## src/rtl/random_pulse_monitor.sv

```systemverilog
`default_nettype none
// ============================================================================
// Module   : random_pulse_monitor
// Brief    : Per-window ones density, longest run and stuck detection of a
//            sampled pulse stream, published through a valid/ack interface.
// Revision : 1.0  initial release
// ============================================================================
module random_pulse_monitor #(
    parameter int WINDOW      = 256,
    parameter int MIN_PULSES  = 32,
    parameter int MAX_PULSES  = 224,
    parameter int STUCK_LIMIT = 64,
    localparam int CW         = $clog2(WINDOW + 1),
    localparam int RW         = $clog2(STUCK_LIMIT + 1)
) (
    input  logic          clk,
    input  logic          rst,
    input  logic          ce,
    input  logic          q_in,
    input  logic          clear,
    input  logic          result_ack,
    output logic          result_valid,
    output logic [CW-1:0] pulse_count,
    output logic [RW-1:0] max_run,
    output logic          pass,
    output logic          fail_low,
    output logic          fail_high,
    output logic          stuck_alarm,
    output logic          overrun
);

    localparam logic [CW-1:0] c_window = CW'(WINDOW);
    localparam logic [CW-1:0] c_min    = CW'(MIN_PULSES);
    localparam logic [CW-1:0] c_max    = CW'(MAX_PULSES);
    localparam logic [RW-1:0] c_stuck  = RW'(STUCK_LIMIT);

    typedef enum logic [0:0] {
        IDLE    = 1'b0,
        MEASURE = 1'b1
    } state_t;

    state_t          state_q, state_d;
    logic [CW-1:0]   sample_idx_q, sample_idx_d;
    logic [CW-1:0]   acc_q, acc_d;
    logic [RW-1:0]   run_q, run_d;
    logic [RW-1:0]   win_max_q, win_max_d;
    logic            prev_q, prev_d;
    logic            result_valid_q, result_valid_d;
    logic [CW-1:0]   pulse_count_q, pulse_count_d;
    logic [RW-1:0]   max_run_q, max_run_d;
    logic            pass_q, pass_d;
    logic            fail_low_q, fail_low_d;
    logic            fail_high_q, fail_high_d;
    logic            stuck_q, stuck_d;
    logic            overrun_q, overrun_d;

    logic [RW-1:0]   w_run_next;
    logic [RW-1:0]   w_wmax_next;
    logic [CW-1:0]   w_acc_next;
    logic [CW-1:0]   w_idx_inc;
    logic            w_win_first;
    logic            w_done;

    always_comb begin
        // The run only restarts on a value change or on the very first sample
        // after reset/clear; window boundaries deliberately do not break it.
        if (state_q == IDLE || q_in != prev_q) begin
            w_run_next = RW'(1);
        end else if (run_q == c_stuck) begin
            w_run_next = run_q;
        end else begin
            w_run_next = run_q + RW'(1);
        end

        w_win_first = (sample_idx_q == '0);
        w_acc_next  = (w_win_first ? '0 : acc_q) + CW'(q_in);
        w_wmax_next = (w_win_first || w_run_next > win_max_q) ? w_run_next : win_max_q;
        w_idx_inc   = sample_idx_q + CW'(1);
        w_done      = ce && (w_idx_inc == c_window);

        state_d        = state_q;
        sample_idx_d   = sample_idx_q;
        acc_d          = acc_q;
        run_d          = run_q;
        win_max_d      = win_max_q;
        prev_d         = prev_q;
        result_valid_d = result_valid_q;
        pulse_count_d  = pulse_count_q;
        max_run_d      = max_run_q;
        pass_d         = pass_q;
        fail_low_d     = fail_low_q;
        fail_high_d    = fail_high_q;
        stuck_d        = stuck_q;
        overrun_d      = overrun_q;

        if (clear) begin
            state_d        = IDLE;
            sample_idx_d   = '0;
            acc_d          = '0;
            run_d          = '0;
            win_max_d      = '0;
            prev_d         = 1'b0;
            result_valid_d = 1'b0;
            pulse_count_d  = '0;
            max_run_d      = '0;
            pass_d         = 1'b0;
            fail_low_d     = 1'b0;
            fail_high_d    = 1'b0;
            stuck_d        = 1'b0;
            overrun_d      = 1'b0;
        end else begin
            if (ce) begin
                state_d      = MEASURE;
                prev_d       = q_in;
                run_d        = w_run_next;
                acc_d        = w_acc_next;
                win_max_d    = w_wmax_next;
                sample_idx_d = w_done ? '0 : w_idx_inc;
                if (w_run_next == c_stuck) begin
                    stuck_d = 1'b1;
                end
            end

            // A completing window takes precedence over an ack in the same cycle.
            if (w_done) begin
                result_valid_d = 1'b1;
                pulse_count_d  = w_acc_next;
                max_run_d      = w_wmax_next;
                fail_low_d     = (w_acc_next < c_min);
                fail_high_d    = (w_acc_next > c_max);
                pass_d         = (w_acc_next >= c_min) && (w_acc_next <= c_max);
                if (result_valid_q && !result_ack) begin
                    overrun_d = 1'b1;
                end
            end else if (result_ack && result_valid_q) begin
                result_valid_d = 1'b0;
                pass_d         = 1'b0;
                fail_low_d     = 1'b0;
                fail_high_d    = 1'b0;
            end
        end
    end

    always_ff @(posedge clk or negedge rst) begin
        if (!rst) begin
            state_q        <= IDLE;
            sample_idx_q   <= '0;
            acc_q          <= '0;
            run_q          <= '0;
            win_max_q      <= '0;
            prev_q         <= 1'b0;
            result_valid_q <= 1'b0;
            pulse_count_q  <= '0;
            max_run_q      <= '0;
            pass_q         <= 1'b0;
            fail_low_q     <= 1'b0;
            fail_high_q    <= 1'b0;
            stuck_q        <= 1'b0;
            overrun_q      <= 1'b0;
        end else begin
            state_q        <= state_d;
            sample_idx_q   <= sample_idx_d;
            acc_q          <= acc_d;
            run_q          <= run_d;
            win_max_q      <= win_max_d;
            prev_q         <= prev_d;
            result_valid_q <= result_valid_d;
            pulse_count_q  <= pulse_count_d;
            max_run_q      <= max_run_d;
            pass_q         <= pass_d;
            fail_low_q     <= fail_low_d;
            fail_high_q    <= fail_high_d;
            stuck_q        <= stuck_d;
            overrun_q      <= overrun_d;
        end
    end

    assign result_valid = result_valid_q;
    assign pulse_count  = pulse_count_q;
    assign max_run      = max_run_q;
    assign pass         = pass_q;
    assign fail_low     = fail_low_q;
    assign fail_high    = fail_high_q;
    assign stuck_alarm  = stuck_q;
    assign overrun      = overrun_q;

endmodule
`default_nettype wire

```

## config.mk

```make
export PLATFORM = sky130hd
export DESIGN_NAME = random_pulse_monitor
export DESIGN_NICKNAME = d
export VERILOG_FILES = /design/src/rtl/random_pulse_monitor.sv
export SDC_FILE = /design/constraint.sdc
export NUM_CORES = 1
export LEC_CHECK = 0
export BUFFER_PORTS_ARGS = -buffer_cell sky130_fd_sc_hd__buf_2
export CORE_ASPECT_RATIO = 2
export CORE_MARGIN = 2
export CORE_UTILIZATION = 55
export CTS_BUF_LIST = sky130_fd_sc_hd__clkbuf_4
export CTS_CLUSTER_DIAMETER = 40
export DETAILED_ROUTE_END_ITERATION = 6
export PLACE_DENSITY = 0.77
export REMOVE_ABC_BUFFERS = 1
export SKIP_CTS_REPAIR_TIMING = 1
export SLEW_MARGIN = 20
export SYNTH_ARGS = -nofsm -noshare
export SYNTH_HDL_FRONTEND = slang
export SYNTH_SLANG_ARGS = --single-unit
```

## constraint.sdc

```tcl
create_clock -name clk -period 3.1 [get_ports clk]
set_input_delay 0.465 -clock clk [delete_from_list [all_inputs] [get_ports clk]]
set_output_delay 0.465 -clock clk [all_outputs]
set_load 0.02 [all_outputs]
```

==> metrics <==
cell seen most often among critical-path stages sky130_fd_sc_hd__ha_4; first-pass GRT wire length 13,320 µm; series of cell instances along the critical path inv_2, ha_4, or4b_4, or2_4, and2_4, ha_4, ha_4, nand4_1, nand2_1, mux2_4, o311a_4, o41ai_2; kind of start point of the critical path flip-flop; type of the worst setup path reg -> reg; CP arrival 3360 ps; filler cell count 469; max-capacitance violation count 0; post-synthesis to final-layout area growth 16.80%; Post-layout nets 440; multi-input gate area in the final layout 1886 µm²; final hold violations 0; critical path endpoint category flip-flop; worst supply voltage drop on vdd 0.2772 mV; required time of the critical path 3410 ps; residual overflow from global routing 0; count of state elements after synthesis 56; Power Total 1208 µW; instance count after placement with tap cells included 472; Skew-Pair Late Insertion Delay 390 ps; overall die width 59.08 µm; count of TritonRoute iterations in the first routing pass 7; number of global-route vias before repair 2,971; final HPWL from detailed placement 5764 µm; Final Setup Violations 0; clk sink count 56; reported net switching power 327.6 µW; fraction of layout instances using a drive strength above 1 24.05%; relative slew slack 57.37%; post-synthesis instance area 3337 µm²; clock tree from TritonCTS built; routed via count 2,915; share of the clock period used by the worst path 98.19%; clock tree root buffer cell sky130_fd_sc_hd__clkbuf_4; Register-to-Register Setup Slack 60 ps; clock share of power 25.2%; failing checks design-rule violations; synthesized netlist cell count 370; number of buffers inserted by port buffering 27; Die Footprint 6744 µm²; Final TNS setup 0 ps; RSZ-0062 raised after global routing true; standby leakage power 0.001782 µW; clock slew at reported path FFs 150 ps; Int Power 879.9 µW; DRC violation count after routing 1; fraction of power consumed by combinational cells 13.2%; Mapped Avg Cell Area 9.019 µm²; maximum number of pins on one net before global-route repair 40; total clock buffers created by CTS 5; slowest stage cell, crit path sky130_fd_sc_hd__or4b_4; Boundary Pins 28; time the final worst path needs with I/O delays and setup 3044 ps; CTS H-tree lvls 2; fraction of power spent switching nets 27.13%; setup skew after layout 9.229 ps; Worst R2R Path Depth 12; EDFF count, synth 0; run status finished with violations; gpl congestion 0.8525; share of synthesized area occupied by flip-flops and latches 41.99%; reg-to-reg endpoint fail_low; slew at the pin closest to its max-slew limit 639.4 ps; Synth async-reset ratio 100.0%; Crit. Startpoint sample_idx_q[0]; buffer depth of the longest clock path 2; Row Count 40; power per standard cell area 309.8 nW/µm²; initial core utilization 56.03%; Reg area 1401 µm²; Die Height 114.2 µm; DR WL/cell 17.04 µm; core box area 5956 µm²; Synth Flop Type sky130_fd_sc_hd__dfrtp_1; Critical Path Fanout Max 3; number of cells in the finished layout apart from fillers 484; final routed wirelength across all metal layers 8248 µm; power share of the sequential group 61.6%; vias per inst 6.023; Routed Antenna Nets 0; Syn. warnings 0; worst r2r src sample_idx_q[0]; number of antenna violations at the first check in global routing 1; post-synthesis cell type count 58; delay contributed by the slowest stage of the critical path 470 ps; FMAX 0.3285 GHz; global-route usage over all layers 25.89%; count of final max-slew check failures 0; number of violations reported at the end of detailed-routing iteration 0 173; Hold/Removal Path Class in -> async
[metal layers]
metal | routed length (µm) | GRT usage (%) | share of wire (%) | vias to the layer above
met3 | 290 | 3.616 | 3.5 | 27
met4 | 328 | 13.33 | 4.0 | 0
met2 | 4677 | 46.30 | 57 | 75
met5 | 0 | 0 | 0 | -
met1 | 2951 | 28.51 | 36 | 1407
li1 | - | - | - | 1406
[stage by stage]
| stage | hold WS (ps) | util, % | area, µm² | setup slack [ps] |
|---|---|---|---|---|
| 2_1_floorplan | 169.4 | - | 3224 | -136.1 |
| 3_3_place_gp | 475.9 | 62.14 | 3701 | 72.85 |
| 3_5_place_dp | 487.4 | 62.14 | 3701 | -38.58 |
| 4_1_cts | 62.01 | 62.90 | 3746 | -80.20 |
| 5_1_grt | 78.93 | 65.44 | 3897 | -54.56 |
| 6_report | 53.05 | 65.44 | 3897 | 56.25 |
[logic make-up after synthesis]
kind of cell,count (synthesis),synth area share [%]
and+or+nand+nor,155,23.44
muxes,23,6.937
DFF,56,41.99
adders and majority gates,14,5.249
buffers and inverters,37,4.949
AOI/OAI and AO/OA,70,13.50
xor gates and xnor gates,15,3.937
[worst max-delay path: cells and delay by family (launching register included)]
family | cells | cell delay, ps
simple gates | 5 | 1090
flops | 1 | 430
mux | 1 | 260
fa+ha+maj | 3 | 440
compound gates | 2 | 650
buf+inv | 1 | 80
[layout by cell type, fill, tap and decap left out, types with 7 or more instances in the layout]
master,n
sky130_fd_sc_hd__o21ai_0,12
sky130_fd_sc_hd__a211oi_1,9
sky130_fd_sc_hd__inv_1,12
sky130_fd_sc_hd__buf_4,38
sky130_fd_sc_hd__nor2_1,48
sky130_fd_sc_hd__buf_2,27
sky130_fd_sc_hd__xnor2_1,8
sky130_fd_sc_hd__nor3_1,7
sky130_fd_sc_hd__nand3_1,21
sky130_fd_sc_hd__xor2_1,7
sky130_fd_sc_hd__mux2i_1,22
sky130_fd_sc_hd__nand2_1,35
sky130_fd_sc_hd__ha_1,11
sky130_fd_sc_hd__a21oi_1,25
sky130_fd_sc_hd__dfrtp_1,56
[synth_stat cells, types with 3 or more instances]
library cell               instances  area share, %
sky130_fd_sc_hd__mux2i_1          22            6.6
sky130_fd_sc_hd__or3_1             3           0.56
sky130_fd_sc_hd__nor3_1            8            1.2
sky130_fd_sc_hd__xnor2_1           8            2.1
sky130_fd_sc_hd__a211oi_1         10            2.2
sky130_fd_sc_hd__nand4_1           5           0.94
sky130_fd_sc_hd__nand2b_1          3           0.56
sky130_fd_sc_hd__a21oi_1          28            4.2
sky130_fd_sc_hd__inv_1            14            1.6
sky130_fd_sc_hd__nand3_1          22            3.3
sky130_fd_sc_hd__o21ai_0          12            1.8
sky130_fd_sc_hd__clkbuf_1         16            1.8
sky130_fd_sc_hd__ha_1             14            5.2
sky130_fd_sc_hd__nand2_1          35            3.9
sky130_fd_sc_hd__dfrtp_1          56             42
sky130_fd_sc_hd__and2_1            4           0.75
sky130_fd_sc_hd__buf_2             3           0.45
sky130_fd_sc_hd__nor2_1           49            5.5
sky130_fd_sc_hd__and3_1            3           0.56
sky130_fd_sc_hd__xor2_1            7            1.8
sky130_fd_sc_hd__nor4bb_1          3           0.90
sky130_fd_sc_hd__or2_2             3           0.56
[power by group through the flow]
| stage | logic (µW) | clock network (µW) | registers [µW] |
|---|---|---|---|
| 2_1_floorplan | 64.2 | 0 | 758 |
| 3_3_place_gp | 140 | 0 | 756 |
| 3_5_place_dp | 143 | 0 | 756 |
| 4_1_cts | 143 | 317 | 743 |
| 5_1_grt | 178 | 346 | 745 |
| 6_report | 160 | 304 | 743 |
[registers in the layout, indices dropped and copies added, names as in the netlist, 7 cells and up]
register and flops:
sample_idx_q 9, win_max_q 7, max_run 7, run_q 7
acc_q 9, pulse_count 9
[final cells by class]
type / instances / share of cell area (%)
sequential: 56 / 35.95
tap: 63 / 2.022
multi-input combinational: 277 / 48.38
inverter: 14 / 1.348
clock inverter: 2 / 0.1926
clock buffer: 5 / 0.9631
antenna: 1 / 0.06421
timing repair buffer: 66 / 11.08
[worst max path at each step]
stage / end / slack (ps)
finish: fail_low / 60
detailed placement: max_run[6] / -40
CTS: max_run[6] / -80
floorplan: fail_low / -140
global placement: fail_high / 70
global route: fail_low / -50
Note: power is estimated with default switching activity, not from simulation.
